==> src/rtl/arb_mux_pkg.sv <==
// arb_mux_pkg: shared mode encoding for the arb_mux stream multiplexer
package arb_mux_pkg;
  typedef enum logic {
    ARB_MODE_SELECT = 1'b0,
    ARB_MODE_RR     = 1'b1
  } arb_mode_e;
endpackage

==> src/rtl/arb_mux_rr_arbiter.sv <==
// rr_arbiter: combinational round-robin grant, first request at or after ptr_i with wrap.
// A held lock forces the grant onto lock_chan_i regardless of its request.
module rr_arbiter #(
  parameter int N     = 8,
  parameter int SEL_W = $clog2(N)
) (
  input  logic [N-1:0]     req_i,
  input  logic [SEL_W-1:0] ptr_i,
  input  logic             lock_i,
  input  logic [SEL_W-1:0] lock_chan_i,
  output logic [N-1:0]     grant_o
);
  always_comb begin
    int  idx;
    logic found;
    grant_o = '0;
    found   = 1'b0;
    for (int k = 0; k < N; k++) begin
      idx = int'(ptr_i) + k;
      idx = (idx >= N) ? idx - N : idx;
      if (!found && req_i[idx]) begin
        grant_o[idx] = 1'b1;
        found        = 1'b1;
      end
    end
    if (lock_i) grant_o = N'(1) << lock_chan_i;
  end
endmodule

==> src/rtl/arb_mux.sv <==
// arb_mux: registered N-channel valid/ready stream mux, SELECT or round-robin arbitration.
// Define ARB_MUX_LOCK_EN to hold round-robin grants for a whole packet (until in_last).
module arb_mux
  import arb_mux_pkg::*;
#(
  parameter int WIDTH    = 32,
  parameter int CHANNELS = 8,
  parameter int SEL_W    = $clog2(CHANNELS)
) (
  input  logic                      clock,
  input  logic                      reset_n,
  input  logic                      mode,
  input  logic [SEL_W-1:0]          select,
  input  logic [CHANNELS-1:0]       in_valid,
  input  logic [CHANNELS*WIDTH-1:0] in_data,
  input  logic [CHANNELS-1:0]       in_last,
  output logic [CHANNELS-1:0]       in_ready,
  output logic                      out_valid,
  output logic [WIDTH-1:0]          out_data,
  output logic [SEL_W-1:0]          out_chan,
  input  logic                      out_ready
);
  logic                out_valid_q, out_valid_d;
  logic [WIDTH-1:0]    out_data_q, out_data_d;
  logic [SEL_W-1:0]    out_chan_q, out_chan_d, rr_ptr_q, rr_ptr_d, lock_chan_q, lock_chan_d;
  logic                locked_q, locked_d;
  logic [CHANNELS-1:0] rr_grant, sel_grant, grant;
  logic [SEL_W-1:0]    g_idx, nxt;
  logic                can_load, accept, rr_mode;

  assign rr_mode   = mode == ARB_MODE_RR;
  assign can_load  = !out_valid_q || out_ready;
  // out-of-range select shifts the one-hot off the top, leaving no grant
  assign sel_grant = (CHANNELS'(1) << select) & in_valid;
  assign grant     = rr_mode ? rr_grant : sel_grant;
  assign in_ready  = grant & {CHANNELS{can_load}};
  assign accept    = |(in_ready & in_valid);

  rr_arbiter #(.N(CHANNELS), .SEL_W(SEL_W)) u_arb (
    .req_i       (in_valid),
    .ptr_i       (rr_ptr_q),
    .lock_i      (locked_q),
    .lock_chan_i (lock_chan_q),
    .grant_o     (rr_grant)
  );

  always_comb begin
    g_idx = '0;
    for (int i = 0; i < CHANNELS; i++) if (grant[i]) g_idx = SEL_W'(i);
  end

  always_comb begin
    nxt         = (int'(g_idx) == CHANNELS - 1) ? '0 : g_idx + 1'b1;
    out_valid_d = accept || (out_valid_q && !out_ready);
    out_data_d  = accept ? in_data[g_idx*WIDTH +: WIDTH] : out_data_q;
    out_chan_d  = accept ? g_idx : out_chan_q;
`ifdef ARB_MUX_LOCK_EN
    rr_ptr_d    = (accept && rr_mode && in_last[g_idx]) ? nxt : rr_ptr_q;
    locked_d    = (accept && rr_mode) ? !in_last[g_idx] : locked_q;
    lock_chan_d = (accept && rr_mode) ? g_idx : lock_chan_q;
`else
    rr_ptr_d    = (accept && rr_mode) ? nxt : rr_ptr_q;
    locked_d    = 1'b0;
    lock_chan_d = '0;
`endif
  end

`ifndef ARB_MUX_LOCK_EN
  logic unused_last;
  assign unused_last = ^in_last;
`endif

  always_ff @(posedge clock or negedge reset_n) begin
    if (!reset_n) begin
      out_valid_q <= 1'b0;
      out_data_q  <= '0;
      out_chan_q  <= '0;
      rr_ptr_q    <= '0;
      locked_q    <= 1'b0;
      lock_chan_q <= '0;
    end else begin
      out_valid_q <= out_valid_d;
      out_data_q  <= out_data_d;
      out_chan_q  <= out_chan_d;
      rr_ptr_q    <= rr_ptr_d;
      locked_q    <= locked_d;
      lock_chan_q <= lock_chan_d;
    end
  end

  assign out_valid = out_valid_q;
  assign out_data  = out_data_q;
  assign out_chan  = out_chan_q;
endmodule

==> config.mk <==
export PLATFORM = sky130hd
export DESIGN_NAME = arb_mux
export DESIGN_NICKNAME = d
export VERILOG_FILES = /design/src/rtl/arb_mux_pkg.sv /design/src/rtl/arb_mux_rr_arbiter.sv /design/src/rtl/arb_mux.sv
export SDC_FILE = /design/constraint.sdc
export NUM_CORES = 1
export LEC_CHECK = 0
export BUFFER_PORTS_ARGS = -buffer_cell sky130_fd_sc_hd__buf_2
export CAP_MARGIN = 20
export CORE_MARGIN = 5
export CORE_UTILIZATION = 40
export CTS_CLUSTER_SIZE = 10
export DETAILED_ROUTE_END_ITERATION = 7
export PLACE_DENSITY = 0.71
export SLEW_MARGIN = 20
export SYNTH_ARGS = -nofsm -noshare
export SYNTH_HDL_FRONTEND = slang
export SYNTH_SLANG_ARGS = --single-unit
==> constraint.sdc <==
create_clock -name clock -period 6.6 [get_ports clock]
set_input_delay 0.66 -clock clock [delete_from_list [all_inputs] [get_ports clock]]
set_output_delay 0.66 -clock clock [all_outputs]
set_load 0.005 [all_outputs]
# After elaboration in Yosys (flattened, before gate mapping)
# Index checks and enable logic that the tools add are counted.
[totals]
regBits = 39
latchBits = 0
ramBits = 0
romBits = 0
input_bits = 279
out_inout_bits = 44
wordCells = 158
mem_count = 0
[op_classes]
n_addsub = 16
mul = 0
n_div = 0
magnitude_cmp = 24
eq_ne = 1
n_shift = 2
muxes = 72
bitwise_logic = 10
n_reduce_logical = 29
[ops]
columns = ["cell", "count"]
rows = [
  ["32-bit by 1-bit >= comparator with 1-bit output (second input constant)", 8],
  ["32-bit by 5-bit less-than comparator with 1-bit output (second input constant)", 8],
  ["32-bit two-way mux", 8],
  ["256-bit by 9-bit indexed part select with 32-bit output", 1],
  ["32-bit by 5-bit >= comparator with 1-bit output (second input constant)", 7],
  ["32-bit by 5-bit subtractor with 32-bit output (second input constant)", 7],
  ["8-bit two-way mux", 9],
  ["8-bit OR", 7],
  ["1-bit two-way mux", 32],
  ["8-bit AND", 3],
  ["1-bit binary-select mux with 3-bit select", 8],
  ["1-bit demux with 3-bit select", 8],
  ["1-bit logical AND", 17],
  ["3-bit by 3-bit adder with 4-bit output (second input constant)", 4],
  ["3-bit two-way mux", 5],
  ["1-bit zero test", 9],
  ["3-bit by 2-bit adder with 4-bit output (second input constant)", 2],
  ["8-bit OR reduction", 1],
  ["1-bit by 3-bit left shift with 8-bit output (first input constant)", 1],
  ["3-bit by 4-bit subtractor with 5-bit output (second input constant)", 1],
  ["3-bit by 1-bit adder with 4-bit output (second input constant)", 1],
  ["3-bit by 4-bit >= comparator with 1-bit output (second input constant)", 1],
  ["2-bit two-way mux", 2],
  ["3-bit by 1-bit adder with 3-bit output (second input constant)", 1],
  ["other kinds (2)", 3],
]

# Logic depth before layout (Yosys ltp)
# Gate-level depths: netlist of run 1.
[logic_depth]
ltp_word = 37
depth_mapped = 19
depth_no_buf = 13

# By module
# A second synthesis of run 1 with hierarchy kept.
[unflattened]
cells_unflattened = 647
area_unflattened_um2 = 5465.2
[modules_own_cells]
columns = ["module", "instances", "cells_per_inst", "area_each_um2", "seq_area_each_um2"]
rows = [
  ["arb_mux", 1, 481, 4043.9, 975.9],
  ["rr_arbiter", 1, 166, 1421.4, 0.0],
]

# Worst setup path before layout of run 1
# OpenSTA, ideal clock, no wires.
[synth_timing]
path_type = "flip-flop to flip-flop"
from = "register rr_ptr_q[1]"
to = "register rr_ptr_q[1]"
setup_ps = 128
arrival_time_ps = 4172
required_time_ps = 6472
path_slack_ps = 2300
stages_incl_launch_ff = 18
path_buffers = 5
synth_period_minus_slack_ps = 4300
path_cell_list = "dfrtp_1 -> buf_4 -> buf_4 -> inv_1 -> ha_1 -> buf_1 -> mux4_2 -> nor3b_1 -> a41oi_1 -> nor4b_2 -> a2111oi_2 -> a21oi_1 -> o211ai_2 -> nand2_1 -> buf_6 -> buf_2 -> ha_1 -> mux2_1"
[synth_via]
word_cells_on_any_way = 146
classes_between = "add/sub (16); order compare (24); eq/ne (1); mux (72); bitwise (9); reduce/logical (24)"
[synth_rtl]
columns = ["element", "line", "text"]
rows = [
  ["from (decl)", "arb_mux.sv:25", "logic [SEL_W-1:0] out_chan_q, out_chan_d, rr_ptr_q, rr_ptr_d, lock_chan_q, lock_chan_d;"],
  ["from (signal assigned)", "arb_mux.sv:85", "rr_ptr_q <= rr_ptr_d;"],
  ["branches (longest 26 deep; another with 32-bit by 5-bit subtractor with 32-bit output)", "--", ""],
  ["8-bit two-way mux *", "arb_mux_rr_arbiter.sv:21", "if (!found && req_i[idx]) begin"],
  ["8-bit two-way mux *", "arb_mux.sv:35", "assign grant = rr_mode ? rr_grant : sel_grant;"],
  ["2-bit two-way mux (2 in series)", "arb_mux.sv:49", "for (int i = 0; i < CHANNELS; i++) if (grant[i]) g_idx = SEL_W'(i);"],
  ["3-bit two-way mux (3 in series)", "arb_mux.sv:49", ""],
  ["3-bit two-way mux *", "arb_mux.sv:49", ""],
  ["via g_idx[1]", "arb_mux.sv:28", "logic [SEL_W-1:0] g_idx, nxt;"],
  ["3-bit by 1-bit adder with 3-bit output / 3-bit by 1-bit == test with 1-bit output (equally long branches)", "arb_mux.sv:53", "nxt = (int'(g_idx) == CHANNELS - 1) ? '0 : g_idx + 1'b1;"],
  ["3-bit two-way mux *", "arb_mux.sv:53", ""],
  ["via nxt[1]", "arb_mux.sv:28", ""],
]
# Mark *: on every way through the listed nets, which the timed path passes. The select of a mux whose other input is x is not followed.
# A chain may end at the register's enable or synchronous reset.

# Worst setup path after layout of run 1
[layout_timing]
from = "register rr_ptr_q[2]"
to = "register out_data_q[18] (netlist: out_data[18])"
[layout_via]
elab_chain_cells = 36
word_cells_on_any_way = 143
classes_between = "add/sub (15); order compare (24); shift (1); mux (71); bitwise (9); reduce/logical (23)"
[layout_lines]
columns = ["element", "line", "text"]
rows = [
  ["branches (longest 26 deep; another with 32-bit by 5-bit subtractor with 32-bit output)", "--", ""],
  ["8-bit two-way mux *", "arb_mux_rr_arbiter.sv:21", ""],
  ["8-bit two-way mux *", "arb_mux.sv:35", ""],
  ["1-bit two-way mux", "arb_mux.sv:49", ""],
  ["2-bit two-way mux (2 in series)", "arb_mux.sv:49", ""],
  ["3-bit two-way mux (4 in series)", "arb_mux.sv:49", ""],
  ["256-bit by 9-bit indexed part select with 32-bit output", "arb_mux.sv:55", "out_data_d = accept ? in_data[g_idx*WIDTH +: WIDTH] : out_data_q;"],
  ["to (signal assigned)", "arb_mux.sv:83", "out_data_q <= out_data_d;"],
  ["to (decl)", "arb_mux.sv:24", "logic [WIDTH-1:0] out_data_q, out_data_d;"],
]
# Every way passes the cells marked *. The select of a mux whose other input is x is not followed.

==> results of run 1 <==
per-stage QoR:
step	instance area [um^2]	util [%]	cells	setup slack, ps	hold slack, ps
6_report	7450	54.1	1115	1410	495
4_1_cts	7430	54.0	1109	1430	499
3_3_place_gp	7260	52.7	1101	1580	470
2_1_floorplan	5580	-	656	2300	364
5_1_grt	7450	54.1	1115	1110	523
3_5_place_dp	7260	52.7	1101	1480	483
kinds of logic after synthesis:
kind of cell	after synthesis
AOI/OAI and AO/OA	237
and+or+nand+nor	183
muxes	102
buffers and inverters	80
DFF	39
adders and majority gates	10
xor gates and xnor gates	5
flip-flops by register name, indices dropped and copies added, names as in the netlist:
name,cells
rr_ptr_q,3
out_chan,3
out_valid,1
out_data,32
synthesized netlist by cell type, types with 9 or more instances:
master / instances / share of area (%)
o2111ai_1: 32 / 5.0
nand3_1: 40 / 3.6
nor3_1: 9 / 0.81
mux2i_1: 78 / 14
nor2_1: 30 / 2.0
o221a_1: 32 / 6.5
a22oi_1: 31 / 4.2
dfrtp_1: 39 / 17
buf_4: 10 / 1.3
ha_1: 10 / 2.2
a31oi_1: 40 / 4.5
buf_2: 21 / 1.9
clkbuf_1: 28 / 1.9
a21oi_1: 42 / 3.8
nand2_1: 49 / 3.3
mux4_2: 14 / 5.6
report_power, final:
group / switching, W / leakage [nW] / internal [W]
Combinational: 0.00199 / 2.93 / 0.00135
Sequential: 0.000101 / 0.435 / 0.000372
Clock: 0.000107 / 0.0805 / 0.000180
critical path, cell delays in order (launching register included):
cell and delay [ps]:
dfrtp_1 850, inv_1 360, ha_1 450, mux4_2 590, nand4b_4 280, a2111oi_4 460, nand2_1 160, a21oi_1 360
a222oi_1 140, nor4b_4 170, o21ai_4 390, buf_4 460, o2111ai_1 200, o221a_1 160
worst max path at each step:
| stage | startpoint | to | slack [ps] | cells past startpoint |
|---|---|---|---|---|
| 5_1_grt | rr_ptr_q[2] | out_data[18] | 1110 | 13 |
| 6_report | rr_ptr_q[2] | out_data[18] | 1410 | 13 |
| 2_1_floorplan | rr_ptr_q[1] | rr_ptr_q[1] | 2300 | 17 |
| 3_3_place_gp | rr_ptr_q[2] | out_data[18] | 1580 | 13 |
| 3_5_place_dp | rr_ptr_q[2] | out_data[18] | 1480 | 13 |
| 4_1_cts | rr_ptr_q[2] | out_data[18] | 1430 | 13 |
layout make-up:
type | instances | area (um^2)
Fill cell | 1407 | 6320
Multi-Input combinational cell | 537 | 4240
Clock buffer | 5 | 125
Inverter | 9 | 33.8
Timing Repair Buffer | 336 | 1790
Clock inverter | 3 | 46.3
Tap cell | 180 | 225
Antenna cell | 6 | 15.0
Sequential cell | 39 | 976
layer usage:
layer / routed length, um / share of wire, %
met1: 9730 / 37
met2: 13200 / 50
met3: 2120 / 8.0
met4: 1440 / 5.4
met5: 0 / 0
==> key figures, run 1 <==
Setup path
  • Arr. time, crit path: 5360 ps
  • Startpoint types: register
  • WS Path Type: reg2reg
  • WP data required: 6770 ps
  • R2R depth: 13
  • Reg2reg end: out_data[18]
  • Element type at the critical path end: register
  • CP max FO: 38
  • RR Startpoint: rr_ptr_q[2]
  • Reg2reg setup slack: 1410 ps

Synthesis
  • Yosys cell types: 82
  • #FFs+latches synth: 39
  • Sequential fraction of the synthesis area: 17.5%
  • Post-synth net total: 945
  • Avg Cell Area, Syn: 8.51 um^2
  • Post-Synth Simple-Gate Area: 17.1%
  • Main synth FF type: dfrtp_1
  • Post-Synth Adder-Cell Area: 2.24%
  • Post-Synthesis Cells: 656
  • Synth Area in Compound Gates: 33.6%
  • Xor and xnor fraction of the mapped netlist area: 0.919%
  • EDFF count, synth: 0
  • Yosys warnings: 0
  • Mux share of post-synthesis cell area: 21.7%
  • Largest family of logic cells by synthesized area: compound AO/OA/AOI/OAI gates
  • Syn Std Cell Area: 0.00558 mm^2
  • Async set or reset register ratio after synthesis: 100%

Worst hold path
  • Hold worst-path end: out_chan[2]
  • Hold wc startpoint: out_chan[2]
  • Hold path cells: 1
  • Worst Hold Class: reg2reg

CTS
  • Clk sinks: 39
  • CTS buffer count: 5
  • Worst skew pair latency: 280 ps
  • Clk buf depth: 2
  • Clock slew at reported path FFs: 70 ps
  • CTS tree: done
  • H-tree depth: 2
  • Root buffer cell: clkbuf_16
  • Postcts setup bufs: 0
  • PostCTS Resize Cnt: 0
  • Number of hold buffers added after cts: 0

Die
  • # rows: 43
  • Core ar.: 0.0138 mm^2
  • Die area: 0.0164 mm^2
  • Die height: 128 um
  • I/O pin total: 323
  • Initial core utilization: 40.5%
  • Horiz. Die Dim: 128 um

STA
  • Max Clock Freq: 193 MHz
  • Crit share post-route: 78.6%
  • Setup_tns: 0 ps
  • Worst Skew: 7.21 ps
  • Final hold violations: 0
  • RSZ-0062 raised after global routing: no
  • Final min period: 5190 ps
  • Pins Over Slew Limit: 0
  • Least-Margin Pin Slew: 948 ps
  • Slew headroom: 36.8%
  • Final setup vio count: 0

Drt
  • Routed Antenna Nets: 0
  • Via Count: 7,057
  • Iter 0 DRT Violations: 558
  • Drt wl/cell: 23.8 um
  • Final wirelength: 26,500 um
  • Initial DRT Pass Iterations: 5
  • # DRC: 0
  • Vias/cell: 6.33

Run
  • Max-cap violation count: 0

Global route
  • Global-route layer with the greatest usage: met2
  • Met1 usage: 37.1%
  • GRT Total Usage: 30.2%
  • Total gr overflow: 0
  • Initial antenna violation count: 6
  • Met2 GRT Util: 50.7%
  • First-pass GRT wire length: 38,500 um
  • Vias in the first global route: 6,588
  • GR Util met3: 4.46%
  • Largest net degree at the start of global routing: 45

Placed design
  • Port bufs: 314
  • DP HPWL: 21,000 um
  • RD Place Congestion: 1.02

Pwr
  • Power, Total: 0.00410 W
  • Static leakage: 3.44 nW
  • Worst-case vdd ir drop: 0.000252 V
  • Pwr dens: 551 mW/mm^2

Status
  • Status: complete, no violations

Finish
  • Layout cell share with drive strength beyond 1: 42.2%
  • Commonest non-fill, non-tap cell in the layout: buf_2
  • Total Nets Final: 1,217
  • Area growth syn-to-layout: 33.4%
  • Commonest cells after routing, fill and taps aside: buf_2 (314), mux2i_1 (78), nand2_1 (48)
Note: power is estimated with default switching activity, not from simulation.
==> inputs of run 2 (changes only) <==
--- a/config.mk
+++ b/config.mk
@@ -5,13 +5,14 @@
 export SDC_FILE = /design/constraint.sdc
 export NUM_CORES = 1
 export LEC_CHECK = 0
+export ABC_AREA = 1
 export BUFFER_PORTS_ARGS = -buffer_cell sky130_fd_sc_hd__buf_2
 export CAP_MARGIN = 20
 export CORE_MARGIN = 5
 export CORE_UTILIZATION = 40
 export CTS_CLUSTER_SIZE = 10
 export DETAILED_ROUTE_END_ITERATION = 7
-export PLACE_DENSITY = 0.71
+export PLACE_DENSITY = 0.7
 export SLEW_MARGIN = 20
 export SYNTH_ARGS = -nofsm -noshare
 export SYNTH_HDL_FRONTEND = slang
==> constraint.sdc (replaced) <==
create_clock -name clock -period 4.2 [get_ports clock]
set_input_delay 0.42 -clock clock [delete_from_list [all_inputs] [get_ports clock]]
set_output_delay 0.42 -clock clock [all_outputs]
set_load 0.005 [all_outputs]
==> key figures, run 2 <==
Status
  • Status: complete, no violations

STA
  • Final Hold Slack: 290 ps (-205 ps)
  • Worst Skew: 6.26 ps (-0.955 ps)
  • Pins Over Slew Limit: 0 (unchanged)
  • Max Clock Freq: 260 MHz
  • Final min period: 3850 ps
  • Setup_tns: 0 ps (unchanged)
  • Crit share post-route: 91.6%
  • Final hold violations: 0 (unchanged)
  • Final setup vio count: 0 (unchanged)
  • Least-Margin Pin Slew: 990 ps (+42.8 ps)
  • Slew headroom: 34.0% (-2.9 points)
  • RSZ-0062 raised after global routing: no

Finish
  • Layout cell share with drive strength beyond 1: 24.9% (-17 points)
  • Max FFs per register: 32 (unchanged)
  • Commonest cells after routing, fill and taps aside: nand2_1 (401), buf_2 (314), inv_1 (290)
  • Commonest non-fill, non-tap cell in the layout: nand2_1
  • Total Nets Final: 1,880 (+54%)
  • Fillers: 1,913 (+36%)
  • ANT cells: 0 (-6)
  • Area occupied by multi-input gates: 0.00440 mm^2 (+3.7%)
  • Reg area: 977 um^2 (+0.13%)
  • Area growth syn-to-layout: 26.7%

Synthesis
  • Async set or reset register ratio after synthesis: 100% (unchanged)
  • Synth cell count leaders: nand2_1 (402), inv_1 (290), nand3_1 (227)
  • Avg Cell Area, Syn: 5.25 um^2 (-38%)
  • Synth top area share: 21.6% (+4.2 points)
  • Yosys top cell by area: nand2_1
  • Main synth FF type: dfrtp_1
  • Synth Area in Compound Gates: 2.69% (-31 points)
  • Synth top area cells: nand2_1 (22%), nand3_1 (16%), inv_1 (16%)
  • Post-Synth Adder-Cell Area: 1.79% (-0.45 points)
  • EDFF count, synth: 0 (unchanged)
  • #FFs+latches synth: 39 (unchanged)
  • Post-Synthesis Cells: 1,327 (+100%)
  • Syn Std Cell Area: 0.00697 mm^2 (+25%)
  • Yosys cell types: 38 (-54%)
  • Xor and xnor fraction of the mapped netlist area: 0.251% (-0.67 points)
  • Largest family of logic cells by synthesized area: simple AND/OR/NAND/NOR gates
  • Count leader, synth: nand2_1
  • Yosys warnings: 0 (unchanged)
  • Mux share of post-synthesis cell area: 0% (-22 points)
  • Sequential fraction of the synthesis area: 14.0% (-3.5 points)
  • Post-synth net total: 1,616 (+71%)
  • Post-Synth Simple-Gate Area: 57.8% (+41 points)

Die
  • Initial core utilization: 40.6% (+0.053 points)
  • Die height: 142 um (+11%)
  • Core ar.: 0.0172 mm^2 (+25%)
  • Horiz. Die Dim: 142 um (+11%)
  • Die area: 0.0202 mm^2 (+23%)
  • # rows: 48 (+12%)
  • I/O pin total: 323 (unchanged)

Global route
  • Initial antenna violation count: 1 (-5)
  • GRT Total Usage: 26.6% (-3.6 points)
  • Largest net degree at the start of global routing: 86 (+91%)
  • Vias in the first global route: 8,648 (+31%)
  • Total gr overflow: 0 (unchanged)
  • First-pass GRT wire length: 43,900 um (+14%)

Placed design
  • Port bufs: 314 (unchanged)
  • RD Place Congestion: 0.959 (-5.9%)
  • DP HPWL: 22,100 um (+5.7%)

Setup path
  • R2R depth: 22 (+9)
  • CP max FO: 63 (+66%)
  • WP data required: 3780 ps (-2990 ps)
  • Startpoint types: register
  • Reg2reg setup slack: 520 ps (-890 ps)
  • Crit-path max cell delay: 470 ps (-380 ps)
  • Levels on crit path: 18 (+5)
  • Reg2reg end: out_data[6]
  • Crit-path leading delay family: simple AND/OR/NAND/NOR gates
  • Worst path bufs/invs: 5 (+3)
  • CP cell instances: inv_2 -> ha_1 -> inv_2 -> nand3_1 -> nand3_2 -> nand2_4 -> nor2_4 -> nand4_2 -> nor2_2 -> buf_4 -> nand3_1 -> nand2_1 -> nor2_2 -> nor2_1 -> nor2_4 -> buf_12 -> nor2_1 -> buf_2
  • Critical path's slowest cell: dfrtp_2
  • Arr. time, crit path: 3430 ps (-1930 ps)
  • RR Startpoint: rr_ptr_q[1]
  • WS Path Type: reg2out
  • Element type at the critical path end: output pin

Pwr
  • Worst-case vdd ir drop: 0.000516 V (+100%)
  • Power, Total: 0.00765 W (+86%)
  • Static leakage: 5.73 nW (+67%)
  • Pwr dens: 866 mW/mm^2 (+57%)

CTS
  • Clock slew at reported path FFs: 60 ps (about the same)
  • Root buffer cell: clkbuf_16
  • CTS tree: done
  • Clk sinks: 39 (unchanged)
  • Clk buf depth: 2 (unchanged)
  • H-tree depth: 2 (unchanged)
  • CTS buffer count: 5 (unchanged)
  • Worst skew pair latency: 290 ps (about the same)

Worst hold path
  • Worst Hold Class: in2async

Drt
  • Initial DRT Pass Iterations: 7 (+2)
  • Vias/cell: 5.22 (-18%)
  • Final wirelength: 28,400 um (+7.2%)
  • Iter 0 DRT Violations: 721 (+29%)
  • Drt wl/cell: 15.7 um (-34%)
  • Routed Antenna Nets: 0 (unchanged)
  • Via Count: 9,476 (+34%)
  • # DRC: 0 (unchanged)

Run
  • Max-cap violation count: 0 (unchanged)
==> run 2: layer usage <==
metal	GRT usage, %	up-vias	wire length, um
met3	4.33	59	2220
met2	45.1	460	13900
met4	8.13	2	831
met1	34.8	4236	11500
met5	0	-	12
li1	-	4719	-
==> run 2: worst register-to-register path: stages (launching register included) <==
cell	delay (ps)
dfrtp_2	470
inv_2	60
ha_1	360
inv_2	230
nand3_1	170
nand2_1	90
nand2_1	50
nand2_1	160
nand3_2	150
nor2_1	280
nand2_1	130
nand3_1	100
nor2_1	70
nand3_1	120
a21oi_1	90
nand2_1	150
nand2_1	90
nand2_2	160
buf_12	250
nand3_1	180
nand2_1	110
nand2_1	60
nand3_1	70
==> run 2: cell families (layout without fill, tap and decap cells) <==
kind of cell             Yosys count  after routing
flip-flops                        39             39
XOR/XNOR                           2              2
AND/OR/NAND/NOR                  863            863
AO/OA/AOI/OAI                     26             26
buffers and inverters            387            652
adder cells (fa/ha/maj)           10             10
==> run 2: worst max-delay path by stage <==
stage                start  slack, ps          end
2_1_floorplan  rr_ptr_q[0]        880  rr_ptr_q[1]
3_3_place_gp   rr_ptr_q[1]        540  out_data[6]
3_5_place_dp   rr_ptr_q[1]        500  out_data[6]
4_1_cts        rr_ptr_q[1]        280  in_ready[5]
5_1_grt        rr_ptr_q[1]         80  in_ready[5]
6_report       rr_ptr_q[1]        350  in_ready[5]
==> run 2: report_power, final <==
group | leakage, nW | switching [W] | total, W | internal (W)
Clock | 0.0679 | 0.000160 | 0.000380 | 0.000220
Combinational | 5.19 | 0.00435 | 0.00655 | 0.00220
Sequential | 0.479 | 0.000135 | 0.000722 | 0.000588
Total | 5.73 | 0.00465 | 0.00765 | 0.00300
==> run 2: final cells by class <==
type / count / area share (%)
inverters: 299 / 12.8
repair buffers: 345 / 21.7
clock inverters: 1 / 0.0566
well taps: 225 / 3.19
flip-flops and latches: 39 / 11.1
multi-input cells: 901 / 49.8
clock buffers: 7 / 1.50
==> run 2: through the flow <==
stage          setup WS [ps]  instances  util (%)  instance area (um^2)
2_1_floorplan            882       1327         -                  6970
3_3_place_gp             543       1809      50.6                  8700
3_5_place_dp             497       1809      50.6                  8700
4_1_cts                  279       1817      51.4                  8840
5_1_grt                 75.9       1817      51.4                  8840
6_report                 355       1817      51.4                  8840
==> run 2: what timing repair did <==
| action | in CTS | in global routing |
|---|---|---|
| hold buffers | 0 | 0 |
| endpoints found under the setup margin | 0 | 1 |
| buffers inserted | 0 | 0 |
| gates resized for setup | 0 | 1 |
